$ cat src/rtl/vc_dest_arbiter.sv
// vc_dest_arbiter: pops at most one VC0/VC1 head per cycle toward D0/D1, forwarding it registered.
// Define ARB_WRR_EN for weighted round-robin (W0/W1); the default build is strict VC0 priority.
//   cur | meaning (ARB_WRR_EN only)
//   0   | VC0 holds credit
//   1   | VC1 holds credit
module vc_dest_arbiter #(
  parameter int BW = 6,
  parameter int W0 = 2,
  parameter int W1 = 1
) (
  input  logic          clk,
  input  logic          reset_L,
  input  logic          en,
  input  logic          vc0_empty,
  input  logic          vc1_empty,
  input  logic [BW-1:0] vc0_data,
  input  logic [BW-1:0] vc1_data,
  input  logic          d0_pause,
  input  logic          d1_pause,
  output logic          vc0_rd,
  output logic          vc1_rd,
  output logic          d0_wr,
  output logic          d1_wr,
  output logic [BW-1:0] data_out,
  output logic          idle_out
);

  if (W0 < 1 || W0 > 15 || W1 < 1 || W1 > 15) begin : g_bad_weight
    $error("vc_dest_arbiter: W0 and W1 must be in 1..15");
  end

  logic          dst0, dst1, e0, e1, g0, g1;
  logic          d0_wr_q, d0_wr_d, d1_wr_q, d1_wr_d;
  logic [BW-1:0] data_q, data_d;

  assign dst0 = vc0_data[BW-2];
  assign dst1 = vc1_data[BW-2];
  assign e0   = en & ~vc0_empty & ~(dst0 ? d1_pause : d0_pause);
  assign e1   = en & ~vc1_empty & ~(dst1 ? d1_pause : d0_pause);

`ifdef ARB_WRR_EN
  typedef enum logic {CUR_VC0 = 1'b0, CUR_VC1 = 1'b1} cur_t;
  localparam logic [3:0] W0_C = 4'(W0);
  localparam logic [3:0] W1_C = 4'(W1);

  cur_t       cur_q, cur_d;
  logic [3:0] cnt_q, cnt_d, w_cur;

  always_comb begin
    g0    = 1'b0;
    g1    = 1'b0;
    cur_d = cur_q;
    cnt_d = cnt_q;
    w_cur = (cur_q == CUR_VC1) ? W1_C : W0_C;
    if (e0 && e1) begin
      g0 = (cur_q == CUR_VC0);
      g1 = (cur_q == CUR_VC1);
    end else begin
      g0 = e0;
      g1 = e1;
    end
    // Pop strobes must stay quiet while reset is held, independent of the inputs.
    if (!reset_L) begin
      g0 = 1'b0;
      g1 = 1'b0;
    end
    // Only a grant to the credit holder consumes credit; the other VC's grant is free.
    if ((g0 && cur_q == CUR_VC0) || (g1 && cur_q == CUR_VC1)) begin
      if (cnt_q + 4'd1 == w_cur) begin
        cur_d = (cur_q == CUR_VC0) ? CUR_VC1 : CUR_VC0;
        cnt_d = '0;
      end else begin
        cnt_d = cnt_q + 4'd1;
      end
    end
  end

  always_ff @(posedge clk or negedge reset_L) begin
    if (!reset_L) begin
      cur_q <= CUR_VC0;
      cnt_q <= '0;
    end else begin
      cur_q <= cur_d;
      cnt_q <= cnt_d;
    end
  end
`else
  always_comb begin
    g0 = reset_L & e0;
    g1 = reset_L & ~e0 & e1;
  end
`endif

  always_comb begin
    d0_wr_d = (g0 & ~dst0) | (g1 & ~dst1);
    d1_wr_d = (g0 & dst0) | (g1 & dst1);
    data_d  = data_q;
    if (g0) begin
      data_d = vc0_data;
    end else if (g1) begin
      data_d = vc1_data;
    end
  end

  always_ff @(posedge clk or negedge reset_L) begin
    if (!reset_L) begin
      d0_wr_q <= 1'b0;
      d1_wr_q <= 1'b0;
      data_q  <= '0;
    end else begin
      d0_wr_q <= d0_wr_d;
      d1_wr_q <= d1_wr_d;
      data_q  <= data_d;
    end
  end

  assign vc0_rd   = g0;
  assign vc1_rd   = g1;
  assign d0_wr    = d0_wr_q;
  assign d1_wr    = d1_wr_q;
  assign data_out = data_q;
  assign idle_out = vc0_empty & vc1_empty & ~d0_wr_q & ~d1_wr_q;

endmodule

$ cat config.mk
export PLATFORM = sky130hd
export DESIGN_NAME = vc_dest_arbiter
export DESIGN_NICKNAME = d
export VERILOG_FILES = /design/src/rtl/vc_dest_arbiter.sv
export SDC_FILE = /design/constraint.sdc
export NUM_CORES = 1
export LEC_CHECK = 0
export CAP_MARGIN = 5
export CORE_MARGIN = 2
export CORE_UTILIZATION = 35
export DETAILED_ROUTE_END_ITERATION = 8
export PLACE_DENSITY = 0.77
export SETUP_SLACK_MARGIN = 0.4
export SYNTH_ARGS = -nofsm -noshare
export SYNTH_HDL_FRONTEND = slang
export SYNTH_SLANG_ARGS = --single-unit
$ cat constraint.sdc
create_clock -name clk -period 1.7 [get_ports clk]
set_clock_uncertainty 0.2 [all_clocks]
set_input_delay 0.425 -clock clk [delete_from_list [all_inputs] [get_ports clk]]
set_output_delay 0.425 -clock clk [all_outputs]
set_load 0.05 [all_outputs]
==> flow_summary.json, run 1 <==
{
  "fp.dieW_microns": 41.3,
  "die_y_microns": 41.3,
  "gp_congestion": 0.843,
  "htreeDepth": 1,
  "cts.path.max_buffers": 2,
  "post_cts.repair.setup_buffers": 8,
  "syn_avg_cell_area_sq_um": 9.57,
  "synth.top_cell.area_share_pct": 41.0,
  "cts.sinks": 8,
  "synth_area_sq_um": 488,
  "start_util_pct": 37.5,
  "ys_types": 19,
  "error_line": "[ERROR DPL-0033] detailed placement checks failed during check placement.",
  "rows": 13,
  "yosys.area.top_type": "dfrtp_1",
  "cts_buffers": 3,
  "syn_inst": 51,
  "status": "did not finish",
  "ctsResizeCount": 68,
  "ys_ff_latch": 8,
  "synthTopCellsByArea": "dfrtp_1 (41%), a2111oi_0 (11%), a311oi_1 (9.0%)",
  "postSynthNetCount": 70,
  "ys_seq_area_share_pct": 41.0,
  "yosysWarningCount": 0,
  "haltStage": "4_1_cts",
  "ctsHoldBuffers": 1,
  "dp_cells": 109,
  "place_hpwl_microns": 1400,
  "root_buffer": "clkbuf_4",
  "portBuffers": 29,
  "ioPinCount": 30
}
## logic make-up after synthesis
family / Yosys count / synth area share (%)
AO/OA/AOI/OAI: 14 / 25.4
buffers and inverters: 9 / 6.92
flip-flops: 8 / 41.0
multiplexers: 3 / 7.43
AND/OR/NAND/NOR: 17 / 19.2
## synth_stat cells
cell       number
dfrtp_1         8
inv_1           8
nor3_1          7
a2111oi_0       6
a311oi_1        5
mux2_2          2
nand2_1         2
nand3b_1        2
a211o_1         1
a311o_1         1
clkbuf_1        1
mux2i_2         1
nand2b_1        1
nand3_1         1
nand4b_1        1
nor2_1          1
nor2b_1         1
o41ai_1         1
or2_1           1
## through the flow
step                      setup slack (ns)  area [sq um]
after detailed placement            -0.690          1060
after global placement              -0.666          1060
after floorplan                     -0.171           533
==> run 2: changes to the inputs <==
--- a/config.mk
+++ b/config.mk
@@ -6,11 +6,10 @@
 export NUM_CORES = 1
 export LEC_CHECK = 0
 export CAP_MARGIN = 5
-export CORE_MARGIN = 2
-export CORE_UTILIZATION = 35
+export CORE_AREA = 2 2 63 65
 export DETAILED_ROUTE_END_ITERATION = 8
-export PLACE_DENSITY = 0.77
-export SETUP_SLACK_MARGIN = 0.4
+export DIE_AREA = 0 0 65 67
+export PLACE_DENSITY_LB_ADDON = 0.15
 export SYNTH_ARGS = -nofsm -noshare
 export SYNTH_HDL_FRONTEND = slang
 export SYNTH_SLANG_ARGS = --single-unit
==> run 2 against run 1 <==
- the flow now finishes, with violations (negative setup slack)
- synthesized cell count unchanged
- synthesized area unchanged
==> flow_summary.json, run 2 <==
{
  "rsz0062_at_grt": "yes",
  "antenna_left": 0,
  "synth_top_family_by_area": "compound AO/OA/AOI/OAI gates",
  "pre_cts_ws_ns": -0.681,
  "clkTransAtPathRegs_ns": 0.04,
  "crit_arrival_ns": 1.32,
  "vias_per_cell": 4.12,
  "final_nets": 120,
  "synth-compound-area-share_pct": 25.4,
  "vias": 605,
  "finalHoldViolCount": 0,
  "synth.top_cell.area_share_pct": 41.0,
  "startpoint_type": "input pin",
  "synth_area_sq_um": 488,
  "relSlewSlack_pct": 70.8,
  "final_cell_mix": "buf_4 (16), buf_12 (11), clkdlybuf4s50_1 (10)",
  "ys_ff_latch": 8,
  "start_util_pct": 13.5,
  "syn_to_final_growth_pct": 145,
  "ys_types": 19,
  "wl_per_cell_microns": 13.0,
  "swShare_pct": 35.1,
  "power_uw": 963,
  "ioPinCount": 30,
  "power_frac_clock_pct": 23.4,
  "postSynthNetCount": 70,
  "fp.dieW_microns": 65,
  "syn_inst": 51,
  "cp-end-kind": "output pin",
  "critPathRequiredTime_ns": 1.07,
  "fin_crit_sh_pct": 114,
  "drive_gt1_share_pct": 51.5,
  "setup_viol": 2,
  "worst-r2r-cell-count": 1,
  "largest_reg_flops": 6,
  "p_switching_uw": 338,
  "violations": "negative setup slack",
  "die_y_microns": 67,
  "reg2reg_to": "data_out[4]$_DFFE_PN0P_",
  "final_common_cell": "buf_4",
  "max_cap_violations": 0,
  "cp-endpoint": "vc1_rd",
  "ff2ff_setup_slack_ns": 0.70,
  "worstSkewPairLatency_ns": 0.23,
  "p_int_uw": 625,
  "cellPowerDensity_nw_per_um2": 805,
  "grt_max_degree": 13,
  "critPathKind": "in -> out",
  "diodes": 0,
  "place_hpwl_microns": 1500,
  "routed_wl_microns": 1910,
  "worstSetupStartpoint": "vc1_data[4]",
  "antenna_found_initial": 0,
  "seq_power_share_pct": 27.4,
  "yosys.area.top_type": "dfrtp_1",
  "synthAdderAreaFrac_pct": 0,
  "synthArstFlopShare_pct": 100,
  "synthSimpleGateAreaFrac_pct": 19.2,
  "synth-edff-count": 0,
  "synth-xor-area-share_pct": 0,
  "power_frac_comb_pct": 49.2,
  "fmax_mhz": 515,
  "cts.sinks": 8,
  "grt_use_total_pct": 9.14,
  "path_max_fanout": 2,
  "root_buffer": "clkbuf_8",
  "grt_pass1_wl_microns": 2900,
  "r2r-start": "data_out[4]$_DFFE_PN0P_",
  "core_sq_um": 3610,
  "drt_iter0_drc": 11,
  "ys_seq_area_share_pct": 41.0,
  "synth.top_cells.by_count": "dfrtp_1 (8), inv_1 (8), nor3_1 (7)",
  "status": "finished, violations left",
  "synthMuxAreaShare_pct": 7.44,
  "fin_crit_ns": 1.94,
  "rows": 22,
  "firstDrtPassIters": 4,
  "p_leak_uw": 0.000494,
  "cts.path.max_buffers": 2,
  "tightestPinTransition_ns": 0.427,
  "htreeDepth": 1,
  "cts_tree": "yes",
  "gp_congestion": 0.773,
  "peakVddDrop_v": 0.000358,
  "drc_errors": 0,
  "setup_tns_ns": -0.315,
  "grt.overflow.total": 0,
  "yosysWarningCount": 0,
  "grt_pass1_vias": 620,
  "die_area_sq_um": 4360,
  "synthTopCellsByArea": "dfrtp_1 (41%), a2111oi_0 (11%), a311oi_1 (9.0%)",
  "hp-class": "in -> reg",
  "fin_ws_ns": -0.242,
  "portBuffers": 29,
  "synthFlopType": "dfrtp_1",
  "slew_viol_final": 0,
  "syn_avg_cell_area_sq_um": 9.57,
  "cts_buffers": 3
}
-- run 2: logic make-up (layout without fill, tap and decap cells) --
family | Yosys count | count (layout)
AND/OR/NAND/NOR | 17 | 17
AO/OA/AOI/OAI | 14 | 14
buffers and inverters | 9 | 57
flip-flops | 8 | 8
multiplexers | 3 | 3
-- run 2: what timing repair did --
action / in CTS / in global routing
buffers inserted: 2 / 1
endpoints found under the hold margin: 0 / 8
hold buffers: 0 / 1
resized for setup: 38 / 17
endpoints found under the setup margin: 11 / 7
pin swaps: 3 / 2
-- run 2: layer usage --
| layer | share of wire [%] | global-route usage, % | vias up |
|---|---|---|---|
| met3 | 5.9 | 4.05 | 2 |
| met4 | 0.89 | 3.19 | 0 |
| li1 | - | - | 300 |
| met5 | 0 | 0 | - |
| met1 | 45 | 10.9 | 287 |
| met2 | 48 | 14.6 | 16 |
-- run 2: area by class of cell --
class                           instances  area, sq um
Fill cell                             383         2410
Clock buffer                            3         41.3
Multi-Input combinational cell         34          322
Timing Repair Buffer                   46          536
Inverter                                8         37.5
Sequential cell                         8          200
Tap cell                               48         60.1
-- run 2: worst min-delay path by stage --
| stage | startpoint | end | slack, ns | cells after the start |
|---|---|---|---|---|
| after global routing | d0_pause | d0_wr$_DFF_PN0_ | 0.30 | 3 |
| after detailed placement | data_out[3]$_DFFE_PN0P_ | data_out[3]$_DFFE_PN0P_ | 0.38 | 2 |
| after global placement | data_out[3]$_DFFE_PN0P_ | data_out[3]$_DFFE_PN0P_ | 0.38 | 2 |
| after CTS | reset_L | data_out[1]$_DFFE_PN0P_ | 0.05 | 2 |
| final | d0_pause | d0_wr$_DFF_PN0_ | 0.29 | 3 |
| after floorplan | reset_L | d0_wr$_DFF_PN0_ | -0.07 | 0 |
-- run 2: worst max-delay path, stage by stage --
cell	delay, ns
buf_6	0.09
mux2_4	0.30
a211o_4	0.28
clkinvlp_4	0.08
buf_12	0.13
-- run 2: per-stage QoR --
stage | instances | utilization (%) | cell area (sq um) | hold slack [ns]
2_1_floorplan | 51 | - | 529 | -0.0706
3_3_place_gp | 141 | 30.2 | 1090 | 0.382
3_5_place_dp | 141 | 30.2 | 1090 | 0.381
4_1_cts | 145 | 31.4 | 1130 | 0.0486
5_1_grt | 147 | 33.2 | 1200 | 0.304
6_report | 147 | 33.2 | 1200 | 0.293
-- run 2: power by group through the flow --
| stage | combinational [uW] | clock (uW) | sequential [uW] |
|---|---|---|---|
| floorplan | 79.1 | 0 | 370 |
| global placement | 454 | 0 | 268 |
| detailed placement | 456 | 0 | 268 |
| CTS | 459 | 233 | 267 |
| global route | 495 | 242 | 269 |
| finish | 474 | 225 | 264 |
(Power assumes the default switching activity.)
==> run 3: changes to the inputs <==
--- a/config.mk
+++ b/config.mk
@@ -5,6 +5,7 @@
 export SDC_FILE = /design/constraint.sdc
 export NUM_CORES = 1
 export LEC_CHECK = 0
+export ABC_CLOCK_PERIOD_IN_PS = 1700
 export CAP_MARGIN = 5
 export CORE_AREA = 2 2 63 65
 export DETAILED_ROUTE_END_ITERATION = 8
==> results of run 3 <==
No change in the layout: final DEF, timing and power equal those of run 2.
